`config.mk`:
```
export PLATFORM = sky130hd
export DESIGN_NAME = alu_ram_sched
export DESIGN_NICKNAME = d
export VERILOG_FILES = /design/src/rtl/alu_ram_pkg.sv /design/src/rtl/alu_ram_sched_region_ptr.sv /design/src/rtl/alu_ram_sched.sv
export SDC_FILE = /design/constraint.sdc
export NUM_CORES = 1
export LEC_CHECK = 0
export BUFFER_PORTS_ARGS = -buffer_cell sky130_fd_sc_hd__buf_2
export CAP_MARGIN = 15
export CORE_MARGIN = 10
export CORE_UTILIZATION = 59
export CTS_BUF_LIST = sky130_fd_sc_hd__clkbuf_16
export DETAILED_ROUTE_END_ITERATION = 10
export PLACE_DENSITY = 0.92
export SKIP_LAST_GASP = 1
export SYNTH_ARGS = -nofsm -noshare
export SYNTH_HDL_FRONTEND = slang
export SYNTH_SLANG_ARGS = --single-unit
```
`constraint.sdc`:
```
create_clock -name clk -period 6.4 [get_ports clk]
set_clock_uncertainty 0.1 [all_clocks]
set_input_delay 0.32 -clock clk [delete_from_list [all_inputs] [get_ports clk]]
set_output_delay 0.32 -clock clk [all_outputs]
set_load 0.05 [all_outputs]
```
`src/rtl/alu_ram_pkg.sv`:
```
// Shared opcode map, region encoding and FSM state type for the ALU/RAM sequencer.
package alu_ram_pkg;

    localparam logic [3:0] OP_RD_ARITH = 4'd0;
    localparam logic [3:0] OP_RD_LOGIC = 4'd1;
    localparam logic [3:0] ARITH_LO    = 4'd4;
    localparam logic [3:0] ARITH_HI    = 4'd7;
    localparam logic [3:0] LOGIC_LO    = 4'd8;
    localparam logic [3:0] LOGIC_HI    = 4'd13;
    localparam logic [3:0] ILLEGAL_LO  = 4'd14;

    localparam logic LOGIC = 1'b0;
    localparam logic ARITH = 1'b1;

    typedef enum logic [1:0] {
        S_IDLE   = 2'd0,
        S_EXEC   = 2'd1,
        S_RDWAIT = 2'd2
    } state_t;

    function automatic logic op_is_arith(input logic [3:0] op);
        return (op >= ARITH_LO) && (op <= ARITH_HI);
    endfunction

    function automatic logic op_is_logic(input logic [3:0] op);
        return (op >= LOGIC_LO) && (op <= LOGIC_HI);
    endfunction

endpackage

```
`src/rtl/alu_ram_sched_region_ptr.sv`:
```
// Circular-region bookkeeping: write/read pointers plus occupancy, so full and
// empty are told apart by count rather than by pointer equality.
module region_ptr #(
    parameter int PTR_W = 3
) (
    input  logic             clk,
    input  logic             rst_n,
    input  logic             clr,
    input  logic             push,
    input  logic             pop,
    output logic [PTR_W-1:0] wp,
    output logic [PTR_W-1:0] rp,
    output logic [PTR_W:0]   count,
    output logic             full,
    output logic             empty
);

    localparam logic [PTR_W:0] DEPTH = {1'b1, {PTR_W{1'b0}}};

    logic [PTR_W-1:0] wp_q, wp_d;
    logic [PTR_W-1:0] rp_q, rp_d;
    logic [PTR_W:0]   count_q, count_d;

    always_comb begin
        wp_d    = wp_q;
        rp_d    = rp_q;
        count_d = count_q;
        if (clr) begin
            wp_d    = '0;
            rp_d    = '0;
            count_d = '0;
        end else begin
            if (push) wp_d = wp_q + 1'b1;
            if (pop)  rp_d = rp_q + 1'b1;
            if (push && !pop)      count_d = count_q + 1'b1;
            else if (pop && !push) count_d = count_q - 1'b1;
        end
    end

    always_ff @(posedge clk or negedge rst_n) begin
        if (!rst_n) begin
            wp_q    <= '0;
            rp_q    <= '0;
            count_q <= '0;
        end else begin
            wp_q    <= wp_d;
            rp_q    <= rp_d;
            count_q <= count_d;
        end
    end

    assign wp    = wp_q;
    assign rp    = rp_q;
    assign count = count_q;
    assign full  = (count_q == DEPTH);
    assign empty = (count_q == '0);

endmodule

```
`src/rtl/alu_ram_sched.sv`:
```
// Opcode sequencer between instruction ROM and the ALU/RAM pair; results land in
// two independent circular RAM regions (logic low half, arith high half).
module alu_ram_sched
    import alu_ram_pkg::*;
#(
    parameter int PTR_W  = 3,
    parameter int RD_LAT = 1
) (
    input  logic           clk,
    input  logic           rst_n,
    input  logic           clr,
    input  logic           instr_valid,
    input  logic [3:0]     instr,
    output logic           instr_ready,
    output logic [3:0]     sel_op,
    output logic           w_en,
    output logic [PTR_W:0] addr_w,
    output logic           r_en,
    output logic [PTR_W:0] addr_r,
    output logic           rd_valid,
    output logic           rd_region,
    output logic [PTR_W:0] arith_count,
    output logic [PTR_W:0] logic_count,
    output logic           arith_full,
    output logic           arith_empty,
    output logic           logic_full,
    output logic           logic_empty,
    output logic           err_ovf,
    output logic           err_unf,
    output logic           illegal_op
);

    localparam int LAT_W = (RD_LAT > 1) ? $clog2(RD_LAT) : 1;
    localparam logic [LAT_W-1:0] LAT_LAST = LAT_W'(RD_LAT - 1);

    state_t state_q, state_d;
    logic [LAT_W-1:0] lat_q, lat_d;

    logic [3:0]     sel_op_q, sel_op_d;
    logic           w_en_q, w_en_d;
    logic [PTR_W:0] addr_w_q, addr_w_d;
    logic           r_en_q, r_en_d;
    logic [PTR_W:0] addr_r_q, addr_r_d;
    logic           rd_valid_q, rd_valid_d;
    logic           rd_region_q, rd_region_d;
    logic           err_ovf_q, err_ovf_d;
    logic           err_unf_q, err_unf_d;
    logic           illegal_q, illegal_d;

    logic [PTR_W-1:0] arith_wp, arith_rp, logic_wp, logic_rp;
    logic accept, wr_arith, wr_logic, rd_arith, rd_logic, ovf_now, unf_now;

    // All EXEC-cycle outputs are decided at the accepting edge so they are
    // already registered when EXEC begins; pointers move on the same edge.
    assign accept   = instr_valid && instr_ready;
    assign wr_arith = accept && op_is_arith(instr) && !arith_full;
    assign wr_logic = accept && op_is_logic(instr) && !logic_full;
    assign rd_arith = accept && (instr == OP_RD_ARITH) && !arith_empty;
    assign rd_logic = accept && (instr == OP_RD_LOGIC) && !logic_empty;
    assign ovf_now  = accept && ((op_is_arith(instr) && arith_full) ||
                                 (op_is_logic(instr) && logic_full));
    assign unf_now  = accept && (((instr == OP_RD_ARITH) && arith_empty) ||
                                 ((instr == OP_RD_LOGIC) && logic_empty));

    region_ptr #(.PTR_W(PTR_W)) u_arith (
        .clk   (clk),
        .rst_n (rst_n),
        .clr   (clr),
        .push  (wr_arith),
        .pop   (rd_arith),
        .wp    (arith_wp),
        .rp    (arith_rp),
        .count (arith_count),
        .full  (arith_full),
        .empty (arith_empty)
    );

    region_ptr #(.PTR_W(PTR_W)) u_logic (
        .clk   (clk),
        .rst_n (rst_n),
        .clr   (clr),
        .push  (wr_logic),
        .pop   (rd_logic),
        .wp    (logic_wp),
        .rp    (logic_rp),
        .count (logic_count),
        .full  (logic_full),
        .empty (logic_empty)
    );

    always_ff @(posedge clk or negedge rst_n) begin
        if (!rst_n) begin
            state_q <= S_IDLE;
            lat_q   <= '0;
        end else begin
            state_q <= state_d;
            lat_q   <= lat_d;
        end
    end

    always_comb begin
        state_d = state_q;
        lat_d   = lat_q;
        case (state_q)
            S_IDLE: begin
                if (accept) state_d = S_EXEC;
            end
            S_EXEC: begin
                if (r_en_q) begin
                    state_d = S_RDWAIT;
                    lat_d   = '0;
                end else begin
                    state_d = S_IDLE;
                end
            end
            S_RDWAIT: begin
                if (lat_q == LAT_LAST) state_d = S_IDLE;
                else                   lat_d   = lat_q + 1'b1;
            end
            default: state_d = S_IDLE;
        endcase
    end

    always_comb begin
        instr_ready = (state_q == S_IDLE) && !clr;

        sel_op_d    = sel_op_q;
        w_en_d      = wr_arith || wr_logic;
        addr_w_d    = addr_w_q;
        r_en_d      = rd_arith || rd_logic;
        addr_r_d    = addr_r_q;
        rd_region_d = rd_region_q;
        illegal_d   = accept && (instr >= ILLEGAL_LO);

        if (wr_arith) addr_w_d = {ARITH, arith_wp};
        if (wr_logic) addr_w_d = {LOGIC, logic_wp};
        if (wr_arith || wr_logic) sel_op_d = instr;
        if (rd_arith) begin
            addr_r_d    = {ARITH, arith_rp};
            rd_region_d = ARITH;
        end
        if (rd_logic) begin
            addr_r_d    = {LOGIC, logic_rp};
            rd_region_d = LOGIC;
        end

        // rd_valid is registered, so raise it when entering the last wait cycle.
        rd_valid_d = (state_d == S_RDWAIT) && (lat_d == LAT_LAST);

        err_ovf_d = clr ? 1'b0 : (err_ovf_q || ovf_now);
        err_unf_d = clr ? 1'b0 : (err_unf_q || unf_now);
    end

    always_ff @(posedge clk or negedge rst_n) begin
        if (!rst_n) begin
            sel_op_q    <= '0;
            w_en_q      <= 1'b0;
            addr_w_q    <= '0;
            r_en_q      <= 1'b0;
            addr_r_q    <= '0;
            rd_valid_q  <= 1'b0;
            rd_region_q <= 1'b0;
            err_ovf_q   <= 1'b0;
            err_unf_q   <= 1'b0;
            illegal_q   <= 1'b0;
        end else begin
            sel_op_q    <= sel_op_d;
            w_en_q      <= w_en_d;
            addr_w_q    <= addr_w_d;
            r_en_q      <= r_en_d;
            addr_r_q    <= addr_r_d;
            rd_valid_q  <= rd_valid_d;
            rd_region_q <= rd_region_d;
            err_ovf_q   <= err_ovf_d;
            err_unf_q   <= err_unf_d;
            illegal_q   <= illegal_d;
        end
    end

    assign sel_op     = sel_op_q;
    assign w_en       = w_en_q;
    assign addr_w     = addr_w_q;
    assign r_en       = r_en_q;
    assign addr_r     = addr_r_q;
    assign rd_valid   = rd_valid_q;
    assign rd_region  = rd_region_q;
    assign err_ovf    = err_ovf_q;
    assign err_unf    = err_unf_q;
    assign illegal_op = illegal_q;

endmodule
```
==> results of run 1 <==
layout make-up:
class | instances | area [sq um]
multi-input combinational | 135 | 1080
fill | 265 | 1080
sequential | 41 | 1030
timing repair buffer | 39 | 195
clock buffer | 5 | 125
tap | 48 | 60.1
clock inverter | 3 | 37.5
inverter | 9 | 33.8
layer usage:
metal,up-vias,share of wire (%),track usage [%]
met2,34,50,25.3
li1,721,-,-
met5,-,0,0
met1,741,42,17.5
met3,5,6.8,6.07
met4,0,1.0,6.57
worst max-delay path by stage:
| stage | startpoint | to | slack [ns] | cells past startpoint |
|---|---|---|---|---|
| 4_1_cts | state_q[1] | u_arith.count[3] | 2.78 | 11 |
| 3_3_place_gp | state_q[0] | u_arith.count[3] | 3.03 | 11 |
| 5_1_grt | state_q[0] | u_arith.count[3] | 2.57 | 11 |
| 2_1_floorplan | u_arith.count[3] | u_arith.count[3] | 3.17 | 10 |
| 3_5_place_dp | state_q[1] | u_arith.count[3] | 2.80 | 11 |
| 6_report | state_q[1] | u_arith.count[3] | 2.78 | 11 |
per-stage QoR:
| stage | utilization [%] | area (sq um) |
|---|---|---|
| 2_1_floorplan | - | 2210 |
| 3_3_place_gp | 65.9 | 2390 |
| 3_5_place_dp | 65.9 | 2390 |
| 4_1_cts | 70.4 | 2560 |
| 5_1_grt | 70.4 | 2560 |
| 6_report | 70.4 | 2560 |
cell usage in the layout, fill, tap and decap left out, types with 2 or more instances in the layout:
cell | netlist | layout
a21o_1 | 3 | 3
nor2b_1 | 3 | 3
xnor2_1 | 8 | 8
fa_1 | 2 | 2
a211oi_1 | 2 | 2
mux2i_1 | 12 | 12
nand2_1 | 13 | 13
and2_1 | 2 | 2
xor2_1 | 6 | 6
dfrtp_1 | 41 | 41
nor4_4 | 3 | 3
o21ai_1 | 8 | 8
ha_1 | 12 | 12
nor4b_4 | 2 | 2
a21oi_1 | 7 | 7
inv_1 | 9 | 10
nor2_1 | 28 | 28
mux2_4 | 3 | 3
nor2_2 | 2 | 2
nand2b_1 | 3 | 3
clkbuf_16 | 0 | 5
buf_2 | 2 | 39
registers in the layout, summed over array words and instances, names as in the netlist, 4 cells and up:
register       count
addr_r             4
addr_w             4
sel_op             4
u_arith.count      4
u_logic.count      4
report_power, final:
part	total, mW	switching, mW	internal [mW]
registers	0.307	0.0217	0.286
clock network	0.276	0.0951	0.181
logic	0.248	0.174	0.0743
synthesized netlist by cell type (4+ instances only):
cell,count
nor2_1,28
dfrtp_1,41
o21ai_1,8
buf_6,4
ha_1,12
mux2i_1,12
nand2_1,13
xnor2_1,8
a21oi_1,7
inv_1,9
xor2_1,6
kinds of logic (layout without fill, tap and decap cells):
family	Yosys count	after routing	share of synthesized area, %
adder cells (fa/ha/maj)	14	14	8.61
buffers and inverters	18	56	4.70
XOR/XNOR	14	14	5.55
AND/OR/NAND/NOR	67	67	19.7
multiplexers	16	16	8.50
flip-flops	41	41	46.5
AO/OA/AOI/OAI	24	24	6.46
==> run metrics, run 1 <==
status finished, final reports clean; post-route DRC violation count 0; CTS Sinks slightly above 40; max cap viols 0; Setup TNS 0 ns; Final Hold Viols 0; top-level port count 40; Detail Placement HPWL 3.33 mm; root buffer cell clkbuf_16; via/cell ratio 5.36; Post-Route WL 4.62 mm; vias in the first global route between 1.5k and 2k; CTS tree built; Arr. time, crit path 3.67 ns; Setup WS pre-CTS 2.80 ns; H-tree levels 2; Tot GR Track Use between 10% and 20%; GPL Wtd Cong approximately 0.8; clock slew seen by the registers of the worst setup and hold paths 0.06 ns; Initial Util 60.8%; average wire per standard cell 16.5 microns; crit start category flop; post-route ant nets 0; register area share after synthesis 46.5%; Crit path required time 6.45 ns; Vias 1501; Async S/R FF share, synth 100%; Setup Fix Bufs, Post-CTS 0; critical path, cell by cell inv_1 -> ha_1 -> nand3b_4 -> nor3_2 -> inv_1 -> ha_1 -> a21o_1 -> a21oi_1 -> mux2i_4 -> xor2_1 -> nor2_1; clock period minus worst slack around 3.6 ns; Antenna Cells 0; Synth cell types 40; clock latency on the worst-skew pair 0.28 ns; # hold bufs at CTS 0; clock buffer depth 2; initial DRC count 48; Syn Nets 216; reg2reg setup slack between 2 and 3 ns; worst hold path type primary input to async pin; row count 22; Worst path max stage delay ~0.89 ns; worst hold slack 0.0674 ns; Crit-path slowest cell nor3_2; CP top delay family simple AND/OR/NAND/NOR gates; grt ovf 0; worst vdd ir 236 uV; Area Growth Syn to Fin 15.8%; Placeable Area 3630 sq um; Inst Count DP 272; Total Die Area 6590 sq um; Num CTS Buffers 5; share of cells above drive strength 1 26.7%; Synth area leader dfrtp_1; Worst Tran Pin Value 1.06 ns; largest net degree at the start of global routing 42; antenna violations before repair 0; Gates resized, CTS repair 0; final slew viol count 0; YS warnings 0; share of the synthesized area in the top cell type 46.5%; syn avg cell area 11.4 sq um; PwrDens about 330 nW/um^2; worst reg2reg startpoint state_q[1]; Final setup viols 0; first-pass GRT wire length 7.86 mm; post-synthesis cell count 194; # nets final approximately 250; reg-to-reg endpoint u_arith.count[3]; total power 0.831 mW; Bufs and invs on worst path 2; Worst setup EP type flop; Final period util 56.6%; I/O Buffers 39; Die Ht 81.2 microns; Post-synth EDFFs 0; die width around 81 microns; Synth Flop Type dfrtp_1; P_leak 1.26 nW; FF+latch count, synth 41; RSZ-0062 raised after global routing false; reg2reg path depth 11; drt pass-1 iters 4; Crit Path Category flop to flop; final cell count without fillers 280; largest cells by area after synthesis dfrtp_1 (46%), ha_1 (6.8%), mux2i_1 (5.4%), nor2_1 (4.8%), xnor2_1 (3.2%); Slew Limit Headroom 29.1%; CP Max Fanout 12; Final WS setup about 2.8 ns; fmax 276 MHz; Cell Area, Synth 2210 sq um
Power figures use the tool's default switching activity.
==> run 2, diff against run 1 <==
CORE_UTILIZATION = 55   (was 59)
PLACE_DENSITY = 0.87   (was 0.92)
clock period = 3.6 ns   (was 6.4 ns; I/O delays follow)
==> run metrics, run 2 (synthesis results as in run 1) <==
final slew viol count 0; share of cells above drive strength 1 a little over a quarter; worst hold slack between 0.06 and 0.07 ns; Detail Placement HPWL between 3 and 4 mm; post-route ant nets 0; RSZ-0062 raised after global routing false; # nets final roughly 260; Area Growth Syn to Fin 15.7%; Worst path max stage delay 0.39 ns; CTS Sinks 41; worst vdd ir 334 uV; I/O Buffers 39; Antenna Cells 0; Post-DP Area roughly 2400 sq um; Gates resized, CTS repair 0; fmax 357 MHz; Worst Tran Pin Value 0.879 ns; PwrDens 550 nW/um^2; root buffer cell clkbuf_16; Post-Route WL about 4.3 mm; Setup WS pre-CTS 0.845 ns; die width 83.4 microns; Total Die Area 6950 sq um; Final Hold Viols 0; Crit Path Category flop to flop; clock buffer depth 2; fill count 288; Final setup viols 0; Crit-path slowest cell dfrtp_1; clock latency on the worst-skew pair 0.28 ns; Slew Limit Headroom 41.4%; worst hold path type primary input to flop; CP Max Fanout 16; P_leak 1.27 nW; final core occ a little under 70%; most frequent cells in the layout dfrtp_1 (41), buf_2 (39), nor2_1 (28); first-pass GRT wire length 7.40 mm; antenna violations before repair 0; grt ovf 0; row count 22; max cap viols 0; Vias 1535; Die Ht 83.4 microns; Design Area, Final roughly 2600 sq um; Arr. time, crit path 2.85 ns; Initial Util 58.6%; Tot GR Track Use 12.5%; CTS tree built; Num CTS Buffers 5; top-level port count 40; Placeable Area 3770 sq um; post-route DRC violation count 0; H-tree levels 2; vias in the first global route 1565; clock period minus worst slack between 2 and 3 ns; Final WS setup 0.798 ns; via/cell ratio about 5.4; commonest non-fill, non-tap cell in the layout dfrtp_1; crit start category flop; largest net degree at the start of global routing between 40 and 50; critical path, cell by cell inv_1 -> ha_1 -> nand4b_1 -> nor3b_2 -> buf_4 -> inv_1 -> ha_1 -> a21o_1 -> a21oi_1 -> mux2i_1 -> xor2_1 -> nor2_1; drt pass-1 iters 5; clock slew seen by the registers of the worst setup and hold paths 0.06 ns; reg2reg setup slack 0.80 ns; initial DRC count 101; GPL Wtd Cong 0.751; Final period util 77.8%; Setup TNS 0 ns; average wire per standard cell 15.4 microns; Crit path required time 3.65 ns; Worst setup EP type flop; status finished, final reports clean
## run 2: cell types whose count changed in the layout (fill, tap and decap cells not counted), sizes merged
cell         before  now
clkinv            1    0
bufinv            1    0
buf              39   41
inv              10   12
dlygate4sd3       0    1
## run 2: layer usage
metal	GRT usage [%]	wire length, microns
met1	16.0	1950
met2	19.1	2020
met3	4.69	316
met4	3.54	62
met5	0	0
## run 2: timing repair
| item | CTS | global route |
|---|---|---|
| hold endpoints to repair | 41 | 0 |
| buffers inserted | 0 | 0 |
| hold buffers | 1 | 0 |
## run 2: power by group
part	internal (mW)	switching (mW)
Clock	0.249	0.163
Sequential	0.508	0.0381
Combinational	0.135	0.313
## run 2: final timing paths
check	from	to	cells after the start
max	state_q[0]	u_logic.count[3]	12
min	instr[1]	sel_op[1]	2
max reg2reg	state_q[0]	u_logic.count[3]	12
min reg2reg	err_unf	err_unf	2
max in group asynchronous	rst_n	addr_w[2]	2
min in group asynchronous	rst_n	w_en	2
## run 2: final cells by class
cell class | instances | area [sq um] | area share, %
clock buffer | 5 | 125 | 4.90
clock inverter | 3 | 11.3 | 0.441
inverter | 9 | 33.8 | 1.32
multi-input combinational | 135 | 1080 | 42.2
sequential | 41 | 1030 | 40.2
tap | 48 | 60.1 | 2.35
timing repair buffer | 42 | 220 | 8.62
## run 2: stage by stage
stage               power (mW)  cells
CTS                       1.41    283
floorplan                0.896    194
global route              1.47    283
detailed placement       0.996    274
global placement         0.987    274
finish                    1.41    283
## run 2: critical path, delay by kind of cell, from the launching register on
family	cells	cell delay [ns]
AO/OA/AOI/OAI	2	0.34
XOR/XNOR	1	0.17
adder cells (fa/ha/maj)	2	0.59
buffers and inverters	3	0.43
flip-flops	1	0.39
multiplexers	1	0.23
AND/OR/NAND/NOR	3	0.40
==> run 3, diff against run 2 <==
clock period = 2.7 ns   (was 3.6 ns; I/O delays follow)
==> run metrics, run 3 (synthesis results as in run 1) <==
status finished, final reports clean; Worst path max stage delay around 0.42 ns; worst hold path type primary input to flop; clock latency on the worst-skew pair about 0.28 ns; largest net degree at the start of global routing 42; H-tree levels 2; Sw Ratio 33.4%; top-level port count 40; Vias 1518; Area Growth Syn to Fin 22.0%; post-route ant nets 0; Initial Util between 50% and 60%; Combinational Power Share about 29%; Post-Route WL 4.57 mm; initial DRC count 126; CTS Sinks 41; # nets final 259; CTS tree built; GPL Wtd Cong 0.853; Antenna Cells 0; Worst Tran Pin Value between 0.8 and 0.9 ns; root buffer cell clkbuf_16; Total Die Area 6950 sq um; first-pass GRT wire length roughly 8.0 mm; post-route DRC violation count 0; share of cells above drive strength 1 a little over a third; Worst Setup SP state_q[1]; average wire per standard cell roughly 16 microns; Crit-path slowest cell dfrtp_1; CP Max Fanout 5; RSZ-0062 raised after global routing false; clock period minus worst slack roughly 2.5 ns; die width 83.4 microns; Final setup viols 0; Die Ht 83.4 microns; Detail Placement HPWL 3.31 mm; Worst setup EP type flop; Placeable Area roughly 3800 sq um; Clock power frac 36.2%; Final WS setup ~0.15 ns; worst hold slack 0.0462 ns; Crit path required time about 2.8 ns; antenna violations before repair 0; HP Start instr[1]; Crit Path Category flop to flop; critical path, cell by cell inv_1 -> ha_2 -> nand4b_1 -> nor3b_4 -> inv_4 -> ha_4 -> a21o_1 -> a21oi_2 -> mux2i_1 -> xor2_1 -> nor2_1; reg2reg setup slack 0.15 ns; switching pwr 0.699 mW; fill count around 270; Final Hold Viols 0; FF/Latch Area 1040 sq um; Post-DP Area 2480 sq um; Setup WS pre-CTS between 0.09 and 0.1 ns; crit start category flop; commonest non-fill, non-tap cell in the layout buf_2; most frequent cells in the layout buf_2 (39), dfrtp_1 (33), nor2_1 (28); via/cell ratio around 5.3; total power 2.09 mW; I/O Buffers 39; final slew viol count 0; Flop pwr share 34.8%; Tot GR Track Use 13.7%; P_leak about 1.3 nW; drt pass-1 iters 4; PwrDens just under 800 nW/um^2; footprint of the multi-input gates 1130 sq um; Arr. time, crit path 2.60 ns; worst vdd ir 413 uV; grt ovf 0; Num CTS Buffers 5; vias in the first global route 1626; P_int between 1 and 1.5 mW; Final period util a little over nine tenths; Slew Limit Headroom 41.7%; max cap viols 0; fmax 392 MHz; clock slew seen by the registers of the worst setup and hold paths 0.06 ns; clock buffer depth 2; Design Area, Final between 2000 and 3000 sq um; worst reg2reg startpoint state_q[1]; row count 22
-- run 3: cell types whose count changed in the layout (fill, tap and decap cells not counted), sizes merged --
cell / change
inv: -3
buf: +3
bufinv: +2
clkinv: +1
-- run 3: repair_timing --
action,4_1_cts,5_1_grt
hold endpoints to repair,41,0
resized for setup,0,1
hold buffers,1,0
setup endpoints to repair,0,2
buffers inserted,0,1
-- run 3: worst max-delay path, delay by kind of cell (launching register included) --
kind | cells | cell delay [ns]
buffers and inverters | 2 | 0.18
AOI/OAI and AO/OA | 2 | 0.27
adders and majority gates | 2 | 0.46
and+or+nand+nor | 3 | 0.60
DFF | 1 | 0.42
muxes | 1 | 0.22
xor gates and xnor gates | 1 | 0.17
-- run 3: path summary, 6_finish.rpt --
check / end / cells after the start
max in group asynchronous: u_arith.count[1] / 2
min reg2reg: sel_op[3] / 1
min: sel_op[1] / 2
max: u_logic.count[3] / 11
max reg2reg: u_logic.count[3] / 11
min in group asynchronous: u_logic.wp[1] / 2
-- run 3: layer usage --
metal	GRT usage, %	vias up	wire length [microns]
met4	5.08	0	65
met3	4.20	6	257
met2	24.0	32	2440
met1	15.1	746	1810
li1	-	734	-
met5	0	-	0
-- run 3: cell type report --
cell class / count / area share (%)
Tap cell: 48 / 2.23
Clock buffer: 5 / 4.64
Inverter: 9 / 1.44
Multi-Input combinational cell: 135 / 41.8
Timing Repair Buffer: 45 / 9.01
Clock inverter: 3 / 2.42
Sequential cell: 41 / 38.5
-- run 3: per-stage QoR --
| stage | TNS, ns | std cells | util (%) |
|---|---|---|---|
| 2_1_floorplan | -0.340 | 194 | - |
| 3_3_place_gp | 0 | 276 | 65.9 |
| 3_5_place_dp | 0 | 276 | 65.9 |
| 4_1_cts | 0 | 285 | 71.2 |
| 5_1_grt | 0 | 286 | 71.4 |
| 6_report | 0 | 286 | 71.4 |
-- run 3: power groups by stage --
| stage | combinational, mW | sequential, mW | clock (mW) |
|---|---|---|---|
| after floorplan | 0.291 | 0.918 | 0 |
| after global placement | 0.594 | 0.737 | 0 |
| after detailed placement | 0.605 | 0.739 | 0 |
| after CTS | 0.610 | 0.729 | 0.769 |
| after global routing | 0.651 | 0.739 | 0.792 |
| final | 0.608 | 0.728 | 0.759 |
